<file path="src/rtl/nx_fifo_thresh.sv">
// Synchronous single-clock FIFO with first-word fall-through read data,
// threshold flags, occupancy/vacancy counts, high-water mark and error pulses.
module nx_fifo_thresh #(
   parameter int DEPTH      = 16,
   parameter int WIDTH      = 64,
   parameter int AFULL_LVL  = DEPTH - 2,
   parameter int AEMPTY_LVL = 1,
   parameter int DATA_RESET = 1,
   localparam int CW        = $clog2(DEPTH + 1)
) (
   input  logic             clk,
   input  logic             rst,
   input  logic             wen,
   input  logic             ren,
   input  logic             clear,
   input  logic [WIDTH-1:0] wdata,
   output logic [WIDTH-1:0] rdata,
   output logic             empty,
   output logic             full,
   output logic             almost_empty,
   output logic             almost_full,
   output logic             underflow,
   output logic             overflow,
   output logic [CW-1:0]    used_slots,
   output logic [CW-1:0]    free_slots,
   output logic [CW-1:0]    hwm
);

   localparam int            AW        = (DEPTH > 1) ? $clog2(DEPTH) : 1;
   localparam logic [CW-1:0] LP_DEPTH  = CW'(DEPTH);
   localparam logic [CW-1:0] LP_AFULL  = CW'(AFULL_LVL);
   localparam logic [CW-1:0] LP_AEMPTY = CW'(AEMPTY_LVL);
   localparam logic [AW-1:0] LP_LAST   = AW'(DEPTH - 1);

   logic [WIDTH-1:0] r_mem [DEPTH];
   logic [AW-1:0]    r_wptr;
   logic [AW-1:0]    r_rptr;
   logic [CW-1:0]    r_used;
   logic [CW-1:0]    r_hwm;
   logic             r_ovf;
   logic             r_unf;

   logic             w_empty;
   logic             w_full;
   logic             w_wr;
   logic             w_rd;
   logic [CW-1:0]    w_used_nxt;

   assign w_empty = (r_used == '0);
   assign w_full  = (r_used == LP_DEPTH);
   // clear overrides both requests so a flush never moves data or raises errors
   assign w_wr    = wen && !w_full  && !clear;
   assign w_rd    = ren && !w_empty && !clear;

   always_comb begin
      w_used_nxt = r_used;
      case ({w_wr, w_rd})
         2'b10:   w_used_nxt = r_used + 1'b1;
         2'b01:   w_used_nxt = r_used - 1'b1;
         default: w_used_nxt = r_used;
      endcase
   end

   // Storage is deliberately never reset; empty masking hides stale entries.
   always_ff @(posedge clk) begin
      if (w_wr) r_mem[r_wptr] <= wdata;
   end

   always_ff @(posedge clk or posedge rst) begin
      if (rst) begin
         r_wptr <= '0;
         r_rptr <= '0;
         r_used <= '0;
         r_hwm  <= '0;
         r_ovf  <= 1'b0;
         r_unf  <= 1'b0;
      end else if (clear) begin
         r_wptr <= '0;
         r_rptr <= '0;
         r_used <= '0;
         r_hwm  <= '0;
         r_ovf  <= 1'b0;
         r_unf  <= 1'b0;
      end else begin
         if (w_wr) r_wptr <= (r_wptr == LP_LAST) ? '0 : r_wptr + 1'b1;
         if (w_rd) r_rptr <= (r_rptr == LP_LAST) ? '0 : r_rptr + 1'b1;
         r_used <= w_used_nxt;
         if (w_used_nxt > r_hwm) r_hwm <= w_used_nxt;
         r_ovf  <= wen && w_full;
         r_unf  <= ren && w_empty;
      end
   end

   assign rdata        = ((DATA_RESET != 0) && w_empty) ? '0 : r_mem[r_rptr];
   assign empty        = w_empty;
   assign full         = w_full;
   assign almost_full  = (r_used >= LP_AFULL);
   assign almost_empty = (r_used <= LP_AEMPTY);
   assign used_slots   = r_used;
   assign free_slots   = LP_DEPTH - r_used;
   assign hwm          = r_hwm;
   assign overflow     = r_ovf;
   assign underflow    = r_unf;

endmodule
</file>
<file path="config.mk">
export PLATFORM = sky130hd
export DESIGN_NAME = nx_fifo_thresh
export DESIGN_NICKNAME = d
export VERILOG_FILES = /design/src/rtl/nx_fifo_thresh.sv
export SDC_FILE = /design/constraint.sdc
export NUM_CORES = 1
export LEC_CHECK = 0
export ABC_AREA = 0
export CORE_MARGIN = 8
export CORE_UTILIZATION = 45
export CTS_BUF_LIST = sky130_fd_sc_hd__clkbuf_8
export CTS_CLUSTER_SIZE = 40
export DETAILED_ROUTE_END_ITERATION = 7
export PLACE_DENSITY_LB_ADDON = 0.3
export SYNTH_ARGS = -nofsm -noshare
export SYNTH_HDL_FRONTEND = slang
export SYNTH_SLANG_ARGS = --single-unit
</file>
<file path="constraint.sdc">
create_clock -name clk -period 8.9 [get_ports clk]
set_input_delay 1.78 -clock clk [delete_from_list [all_inputs] [get_ports clk]]
set_output_delay 1.78 -clock clk [all_outputs]
set_load 0.005 [all_outputs]
</file>
==> reports/results.ini <==
[run_status]
outcome = finished, final reports clean

[clock_network]
clock_tree.buffer_depth = 3
cts-root-buf = clkbuf_8
cts_resized = 0
cts_tree = built
clk_pin_slew_ns = 0.06
cts_setup_buffers = 0
cts_max_level = 4
cts_buffers = 165
ctsHoldBuffers = 0
worst_skew_pair.late_latency_ns = 0.82
cts_sinks = 1044

[floorplanning]
core_area_sq_um = 89460
fp.dieH_microns = 315.5
die_w_microns = 315.5
boundaryPins = 154
row_count = 110
dieArea_sq_um = 99520
start_util_pct = 45.11

[synthesis]
netlist_instances = 1911
syn_area_sq_um = 40360
yosysUniqueCellTypes = 50
synth_top_family_by_area = multiplexers
synth_area_leader_cell = edfxtp_1
synth_seq_cells = 1044
synth-async-reset-ratio_pct = 1.916
synth-simple-area-share_pct = 2.006
synth.area.mux_share_pct = 14.69
yosysWarningCount = 0
synth-compound-area-share_pct = 3.497
synthXorXnorAreaFrac_pct = 0.08681
synth_top_cell_area_share_pct = 76.19
synth_flop_cell = edfxtp_1
synth_seq_area_share_pct = 77.43
synthTopCellsByArea = edfxtp_1 (76%), mux4_2 (12%), mux2i_1 (1.9%)
syn_nets = 1999
avgSynthCellArea_sq_um = 21.12
synthAdderAreaFrac_pct = 0.5890
synth_edf_count = 1024

[route]
dr.pass1.iters = 5
routedWlPerCell_microns = 26.60
route.detailed.drc = 0
drtAntennaViolNets = 0
drt_iter0_drc = 1839
wirelength_microns = 92400
vias_per_cell = 5.715
num_vias = 19855

[timing]
skew_ns = 0.02993
slew_violations = 0
finalSetupViolCount = 0
tns_ns = 0
finalHoldViolCount = 0
worst_pin_slew_ns = 1.085
maxSlewHeadroom_pct = 27.46
post-route-period-util_pct = 73.20
min_period_ns = 6.514
max_freq_ghz = 0.1535
fin_hold_ws_ns = 0.5293
rsz0062_at_grt = no

[global_route]
grt_max_degree = 106
grt_first_pass_wirelength_microns = 136500
first_global_vias = 21084
antenna_found_initial = 7
gr-total-overflow = 0
track_usage_pct = 18.51

[placement]
dp.final_hpwl_microns = 47850
gp_congestion = 0.7637
numPortBuffers = 153
placed_cells = 3176

[pwr]
powerDensity_nw_per_um2 = 203.7
vdd_ir_drop_max_mv = 0.1246
power.leakage_nw = 14.45
power_mw = 9.402

[worst_setup_path]
crit_arrival_ns = 4.73
crit_path_max_fanout = 23
critPathCaptureType = primary output
crit_buf_inv = 4
critical_path_class = reg2out
cp.required_ns = 7.12
cp_cell_sequence = inv_1 -> ha_1 -> nor3b_1 -> ha_1 -> nand2b_1 -> buf_4 -> nor2_4 -> buf_4 -> a22oi_1 -> nand2_1 -> clkdlybuf4s50_1
cpPeakStageDelay_ns = 0.60
slowest_stage = nor2_4
cp_top_family = buffers and inverters
cp-start-kind = flop

[cells_and_area]
fillers = 7034
drive_gt1_share_pct = 21.91
final_cell_mix = edfxtp_1 (1024), mux4_2 (208), clkbuf_8 (166)
multi_input_area_sq_um = 8549
ff_latch_area_sq_um = 31260
fin_cells = 3474
nNetsFinal = 2255
area_growth_pct = 14.39
final_common_cell = edfxtp_1

[run]
max_cap_violations = 0

[hold_path]
min_path_type = reg2reg

[where the power goes]
group	internal (mW)	total [mW]	switching, mW	leakage [nW]
Sequential	5.43	5.45	0.0127	9.50
Clock	1.79	3.66	1.86	1.75
Combinational	0.126	0.300	0.174	3.20
Total	7.35	9.40	2.05	14.4
[sequential cells by signal, indices dropped and copies added (netlist names)]
| name | count |
|---|---|
| underflow | 1 |
| r_mem | 1024 |
| r_rptr | 4 |
| overflow | 1 |
| r_wptr | 4 |
| hwm | 5 |
| used_slots | 5 |
[worst reg2reg max path: stages, from the launching register on]
cell and delay (ns):
dfrtp_1 0.48, inv_1 0.17, ha_1 0.19, nor3b_1 0.27, ha_1 0.73, nand2b_1 0.29
nor2_1 0.08, ha_1 0.52, nor2_1 0.07, nand2_1 0.08, o21ai_0 0.09, a211oi_1 0.42
inv_1 0.08, ha_1 0.30, mux2i_1 0.20, a31oi_1 0.07, nor2_1 0.29, o2bb2ai_1 0.17
[path summary, 6_finish.rpt]
check                                             start                     to  slack [ns]  cells past startpoint
worst max-delay path            used_slots[0]$_DFF_PP0_              rdata[59]        2.39                     11
worst min-delay path                 hwm[3]$_DFFE_PP0P_     hwm[3]$_DFFE_PP0P_        0.53                      1
worst max register to register  used_slots[0]$_DFF_PP0_     hwm[2]$_DFFE_PP0P_        4.32                     17
worst min register to register       hwm[3]$_DFFE_PP0P_     hwm[3]$_DFFE_PP0P_        0.53                      1
max in group asynchronous                           rst  r_rptr[0]$_DFFE_PP0P_        6.87                      2
min in group asynchronous                           rst     hwm[1]$_DFFE_PP0P_        1.43                      2
[final cells by class]
type,count,share of cell area [%]
diodes,7,0.03794
clock inverters,125,1.415
inverters,21,0.1707
multi-input cells,743,18.52
flip-flops and latches,1044,67.72
repair buffers,192,4.006
well taps,1176,3.187
clock buffers,166,4.949
[per-layer routing]
layer	GRT usage (%)	up-vias	wire length, microns
met5	0	-	25
met4	5.405	4	1659
met3	4.005	130	5601
met2	31.70	638	47420
met1	23.82	10603	37690
li1	-	8480	-
[synthesized netlist by cell type (6+ instances only)]
| master | instances |
|---|---|
| inv_1 | 21 |
| buf_4 | 11 |
| edfxtp_1 | 1024 |
| o211ai_1 | 21 |
| a21oi_1 | 13 |
| a22oi_1 | 80 |
| ha_1 | 19 |
| nand2_1 | 111 |
| buf_1 | 6 |
| a32oi_1 | 20 |
| buf_2 | 33 |
| nand2b_1 | 6 |
| dfrtp_1 | 20 |
| o22ai_1 | 10 |
| mux4_2 | 208 |
| nand3_1 | 12 |
| o21ai_0 | 7 |
| buf_6 | 14 |
| o21ai_1 | 36 |
| nor3_1 | 7 |
| mux2i_1 | 78 |
| mux2_2 | 39 |
| clkbuf_1 | 35 |
| nor2_1 | 35 |
[cell families after synthesis]
| logic type | Yosys count |
|---|---|
| compound gates | 203 |
| xor+xnor | 4 |
| fa+ha+maj | 19 |
| buf+inv | 124 |
| flops | 1044 |
| mux | 327 |
| simple gates | 190 |
[per-stage QoR]
stage | area (sq um) | worst slack, ns | utilization, %
2_1_floorplan | 40360 | 1.360 | -
3_3_place_gp | 43210 | 3.011 | 48.30
3_5_place_dp | 43210 | 2.933 | 48.30
4_1_cts | 46150 | 2.287 | 51.58
5_1_grt | 46150 | 2.137 | 51.59
6_report | 46170 | 2.386 | 51.60
Power figures use the tool's default switching activity.
